### config.mk
export PLATFORM = sky130hd
export DESIGN_NAME = alu_seq
export DESIGN_NICKNAME = d
export VERILOG_FILES = /design/src/rtl/alu_seq.sv
export SDC_FILE = /design/constraint.sdc
export NUM_CORES = 1
export LEC_CHECK = 0
export BUFFER_PORTS_ARGS = -buffer_cell sky130_fd_sc_hd__buf_2
export CORE_ASPECT_RATIO = 1.5
export CORE_MARGIN = 1
export CORE_UTILIZATION = 40
export CTS_CLUSTER_SIZE = 30
export DETAILED_ROUTE_END_ITERATION = 7
export GPL_TIMING_DRIVEN = 1
export SYNTH_ARGS = -nofsm -noshare
export SYNTH_HDL_FRONTEND = slang
export SYNTH_SLANG_ARGS = --single-unit
### constraint.sdc
create_clock -name clk_in -period 2.7 [get_ports clk_in]
set_input_delay 0 -clock clk_in [delete_from_list [all_inputs] [get_ports clk_in]]
set_output_delay 0 -clock clk_in [all_outputs]
set_load 0.005 [all_outputs]
### src/rtl/alu_seq.sv
// alu_seq: registered ALU with a multi-cycle shift-add unsigned multiplier.
// Single-cycle units finish on the accepting edge. Multiply holds the block
// busy for WIDTH cycles, then registers the low or high half of the product.
module alu_seq #(
  parameter int WIDTH = 8
) (
  input  logic             clk_in,
  input  logic             rst_in,
  input  logic             start_in,
  output logic             ready_out,
  input  logic [2:0]       unit_sel_in,
  input  logic             op_sel_in,
  input  logic [WIDTH-1:0] acc_in,
  input  logic [WIDTH-1:0] src_in,
  output logic [WIDTH-1:0] res_out,
  output logic             done_out,
  output logic             zero_out,
  output logic             carry_out,
  output logic             neg_out
);

  localparam int SHW = $clog2(WIDTH);
  localparam int PW  = 2 * WIDTH;

  typedef enum logic {IDLE, MUL} state_t;

  state_t           state_q, state_d;
  logic [WIDTH-1:0] res_q, res_d;
  logic             done_q, done_d;
  logic             zero_q, zero_d;
  logic             carry_q, carry_d;
  logic             neg_q, neg_d;
  logic [PW-1:0]    prod_q, prod_d;
  logic [PW-1:0]    mcand_q, mcand_d;
  logic [WIDTH-1:0] mplier_q, mplier_d;
  logic [SHW-1:0]   cnt_q, cnt_d;
  logic             hi_q, hi_d;

  logic [WIDTH:0]   sum;
  logic [WIDTH:0]   shl;
  logic [WIDTH:0]   shr;
  logic [SHW-1:0]   shamt;
  logic [WIDTH-1:0] alu_res;
  logic             alu_carry;
  logic [PW-1:0]    prod_nxt;
  logic [WIDTH-1:0] mul_res;

  // Single-cycle units computed straight from the inputs.
  // Shifts run one bit wider than the operand so the last bit shifted out
  // lands in the extra position; amount 0 leaves that position at 0.
  always_comb begin
    shamt     = src_in[SHW-1:0];
    sum       = {1'b0, acc_in} + {1'b0, (op_sel_in ? ~src_in : src_in)}
                + {{WIDTH{1'b0}}, op_sel_in};
    shl       = {1'b0, acc_in} << shamt;
    shr       = {acc_in, 1'b0} >> shamt;
    alu_res   = '0;
    alu_carry = 1'b0;
    case (unit_sel_in)
      3'b000: begin
        alu_res   = sum[WIDTH-1:0];
        alu_carry = sum[WIDTH];
      end
      3'b001: alu_res = op_sel_in ? ~(acc_in & src_in) : (acc_in & src_in);
      3'b010: begin
        if (op_sel_in) begin
          alu_res   = shr[WIDTH:1];
          alu_carry = shr[0];
        end else begin
          alu_res   = shl[WIDTH-1:0];
          alu_carry = shl[WIDTH];
        end
      end
      3'b011: alu_res = src_in;
      3'b100: alu_res = acc_in | src_in;
      3'b101: alu_res = acc_in ^ src_in;
      3'b111: alu_res = acc_in;
      default: alu_res = '0;
    endcase
  end

  // One shift-add multiply step and the half selected for the result.
  always_comb begin
    prod_nxt = prod_q + (mplier_q[0] ? mcand_q : '0);
    mul_res  = hi_q ? prod_nxt[PW-1:WIDTH] : prod_nxt[WIDTH-1:0];
  end

  // Next-state: accept in IDLE, iterate in MUL, register results on completion.
  always_comb begin
    state_d  = state_q;
    res_d    = res_q;
    done_d   = 1'b0;
    zero_d   = zero_q;
    carry_d  = carry_q;
    neg_d    = neg_q;
    prod_d   = prod_q;
    mcand_d  = mcand_q;
    mplier_d = mplier_q;
    cnt_d    = cnt_q;
    hi_d     = hi_q;
    case (state_q)
      IDLE: begin
        if (start_in) begin
          if (unit_sel_in == 3'b110) begin
            state_d  = MUL;
            prod_d   = '0;
            mcand_d  = {{WIDTH{1'b0}}, acc_in};
            mplier_d = src_in;
            cnt_d    = '0;
            hi_d     = op_sel_in;
          end else begin
            res_d   = alu_res;
            done_d  = 1'b1;
            zero_d  = (alu_res == '0);
            carry_d = alu_carry;
            neg_d   = alu_res[WIDTH-1];
          end
        end
      end
      MUL: begin
        prod_d   = prod_nxt;
        mcand_d  = mcand_q << 1;
        mplier_d = mplier_q >> 1;
        cnt_d    = cnt_q + 1'b1;
        if (cnt_q == SHW'(WIDTH - 1)) begin
          state_d = IDLE;
          res_d   = mul_res;
          done_d  = 1'b1;
          zero_d  = (mul_res == '0);
          carry_d = 1'b0;
          neg_d   = mul_res[WIDTH-1];
        end
      end
      default: state_d = IDLE;
    endcase
  end

  // State and datapath registers with synchronous reset.
  always_ff @(posedge clk_in) begin
    if (rst_in) begin
      state_q  <= IDLE;
      res_q    <= '0;
      done_q   <= 1'b0;
      zero_q   <= 1'b0;
      carry_q  <= 1'b0;
      neg_q    <= 1'b0;
      prod_q   <= '0;
      mcand_q  <= '0;
      mplier_q <= '0;
      cnt_q    <= '0;
      hi_q     <= 1'b0;
    end else begin
      state_q  <= state_d;
      res_q    <= res_d;
      done_q   <= done_d;
      zero_q   <= zero_d;
      carry_q  <= carry_d;
      neg_q    <= neg_d;
      prod_q   <= prod_d;
      mcand_q  <= mcand_d;
      mplier_q <= mplier_d;
      cnt_q    <= cnt_d;
      hi_q     <= hi_d;
    end
  end

  assign ready_out = (state_q == IDLE);
  assign res_out   = res_q;
  assign done_out  = done_q;
  assign zero_out  = zero_q;
  assign carry_out = carry_q;
  assign neg_out   = neg_q;

endmodule

==> flow_summary.json <==
{
  "drt_iter0_markers": 338,
  "final.setup.worst_slack_ns": -0.0641,
  "crit_path_start_kind": "register",
  "cp.arrival_ns": 2.96,
  "die_h_um": 136,
  "drt-wirelength-per-cell_um": 18.6,
  "cts_num_sinks": 56,
  "cts_hold_buf": 0,
  "die_w_um": 91.1,
  "tightest_slew_ns": 0.672,
  "path_class": "register to register",
  "p_leak_nw": 2.46,
  "max_slew_margin": 0.546,
  "skew_ns": 0.00631,
  "design_area_um2": 5720,
  "grt_pass1_vias": 4832,
  "r2r_slack_ns": -0.06,
  "clockBufferDepth": 2,
  "syn-num-nets": 666,
  "gr-total-overflow": 0,
  "grt_usage": 0.240,
  "rows": 48,
  "synthArstFlopShare": 0,
  "setup_tns_ns": -0.125,
  "ir_drop_mv": 0.560,
  "synthesis.area_um2": 4770,
  "coreArea_um2": 11500,
  "path_clk_slew_ns": 0.07,
  "cts_tree": "built",
  "antenna_found_initial": 0,
  "r2r-start": "mplier_q[0]",
  "violations": "negative setup slack",
  "slew_violations": 0,
  "multi_input_area_um2": 3620,
  "avgSynthCellArea_um2": 7.95,
  "max_cap_violations": 0,
  "h-tree-depth": 2,
  "fin_nets": 711,
  "nFillCells": 1128,
  "drtPass1Iterations": 6,
  "numCtsBuffers": 5,
  "grt_max_degree": 52,
  "worst_hold_path_type": "input pin to register",
  "status": "finished, violations left",
  "initial_utilization": 0.413,
  "reg2reg_depth": 12,
  "area_growth_pct": 20.1,
  "ant_nets": 0,
  "reg2reg_to": "zero_out",
  "drcViolationCount": 0,
  "final_common_cell": "nor2_1",
  "crit_required_ns": 2.90,
  "final_cell_mix": "75 x nor2_1, 53 x dfxtp_1, 47 x nand2_1, 42 x buf_4, 35 x buf_2",
  "fmax_ghz": 0.362,
  "clk_latency_ns": 0.30,
  "setup_viol": 2,
  "endpoint_kind": "register",
  "antennaDiodeCount": 0,
  "min_period_over_period": 1.02,
  "synth-seq-area-share": 0.235,
  "finalCriticalPeriod_ns": 2.76,
  "num_vias": 4817,
  "hold_viol": 0,
  "power_density_nw_per_um2": 387,
  "viasPerCell": 6.06,
  "drive_above_1_share": 0.211,
  "post-place-ws_ns": -0.0875,
  "dieArea_um2": 12400,
  "whs_endpoint": "mplier_q[6]",
  "synth-main-ff-cell": "dfxtp_1",
  "area.sequential_um2": 1120,
  "rsz0062_at_grt": "yes",
  "power_mw": 2.21,
  "place_congestion": 0.958,
  "hold_depth": 3,
  "boundaryPins": 36,
  "dpl_cell_area_um2": 5330,
  "grt_pass1_wl_um": 23700,
  "ys_seq_elements": 56,
  "ys_types": 70,
  "cts_root_buffer": "clkbuf_16",
  "dp_hpwl_um": 10900,
  "synth_edf_count": 0,
  "path_max_fanout": 4,
  "wirelength_um": 14800,
  "synthCells": 600,
  "min-delay-start": "src_in[6]",
  "hold_slack_ns": 0.0441,
  "ys_warn_count": 0,
  "portBuffers": 35
}
-- registers in the layout, summed over array words and instances (netlist names) --
| signal | count |
|---|---|
| state_q | 1 |
| zero_out | 1 |
| res_out | 7 |
| cnt_q | 3 |
| mplier_q | 8 |
| carry_out | 1 |
| prod_q | 16 |
| done_out | 1 |
| neg_out | 1 |
| hi_q | 1 |
| mcand_q | 16 |
-- area by class of cell --
cell class | count | share of cell area
timing repair buffer | 79 | 0.0896
sequential | 56 | 0.197
clock buffer | 5 | 0.0219
inverter | 25 | 0.0164
tap | 150 | 0.0328
clock inverter | 2 | 0.0105
multi-input combinational | 478 | 0.632
-- report_power, final --
part | leakage, nW | internal (mW) | switching [mW]
Combinational | 1.92 | 0.211 | 0.328
Clock | 0.0899 | 0.526 | 0.291
Sequential | 0.455 | 0.845 | 0.0139
-- synthesized netlist by cell type, drive strengths merged (3+ instances only) --
master	n	area share
a222oi	15	0.031
o22ai	3	0.0039
mux4	4	0.019
a211o	4	0.0073
xnor2	12	0.022
mux2i	21	0.044
inv	25	0.020
nor4	3	0.0039
nor2	76	0.060
and2	17	0.022
nor2b	7	0.0092
nor3	7	0.0073
and3	4	0.0052
o211ai	9	0.014
o21a	3	0.0047
nand2	48	0.038
a31oi	11	0.018
o21ai	32	0.034
a22oi	25	0.039
a21oi	31	0.033
dfxtp	56	0.24
xor2	20	0.037
a32oi	4	0.0073
clkbuf	28	0.023
buf	13	0.013
o21bai	3	0.0047
a21o	13	0.021
ha	41	0.11
a211oi	10	0.017
nand2b	8	0.010
nor3b	3	0.0058
nand3	6	0.0063
-- worst max path at each step --
stage	start	to	slack (ns)
2_1_floorplan	mplier_q[0]	zero_out	-0.02
4_1_cts	mplier_q[0]	neg_out	-0.07
3_3_place_gp	mcand_q[0]	res_out[6]	-0.03
6_report	mplier_q[0]	zero_out	-0.06
5_1_grt	mplier_q[0]	zero_out	-0.15
3_5_place_dp	mplier_q[0]	neg_out	-0.09
-- timing repair --
item,CTS,global route
buffers inserted,1,1
endpoints found under the setup margin,4,9
pin swaps,6,17
gates resized for setup,15,19
-- cells by family after synthesis --
group / share of synthesized area
flip-flops: 0.235
AO/OA/AOI/OAI: 0.279
buffers and inverters: 0.0559
adder cells (fa/ha/maj): 0.116
AND/OR/NAND/NOR: 0.187
XOR/XNOR: 0.0588
multiplexers: 0.0677
-- per-stage QoR --
step,instances,util
after floorplan,600,-
after global placement,786,0.462
after CTS,794,0.486
final,795,0.496
after detailed placement,786,0.462
after global routing,795,0.496
-- metal layers --
metal	track usage	vias up	part of all wire
met1	0.258	2299	0.38
li1	-	2299	-
met2	0.452	163	0.52
met3	0.0258	56	0.043
met5	0	-	0
met4	0.137	0	0.052
-- critical path, stage by stage, from the launching register on --
cell,delay [ns]
dfxtp_2,0.34
buf_6,0.11
and2_4,0.14
ha_4,0.22
a211oi_4,0.26
o21ai_2,0.10
buf_4,0.15
o21a_1,0.17
or3_4,0.35
a31oi_4,0.17
and3_4,0.19
nand4b_1,0.11
o41ai_1,0.34
Note: power is estimated with default switching activity, not from simulation.
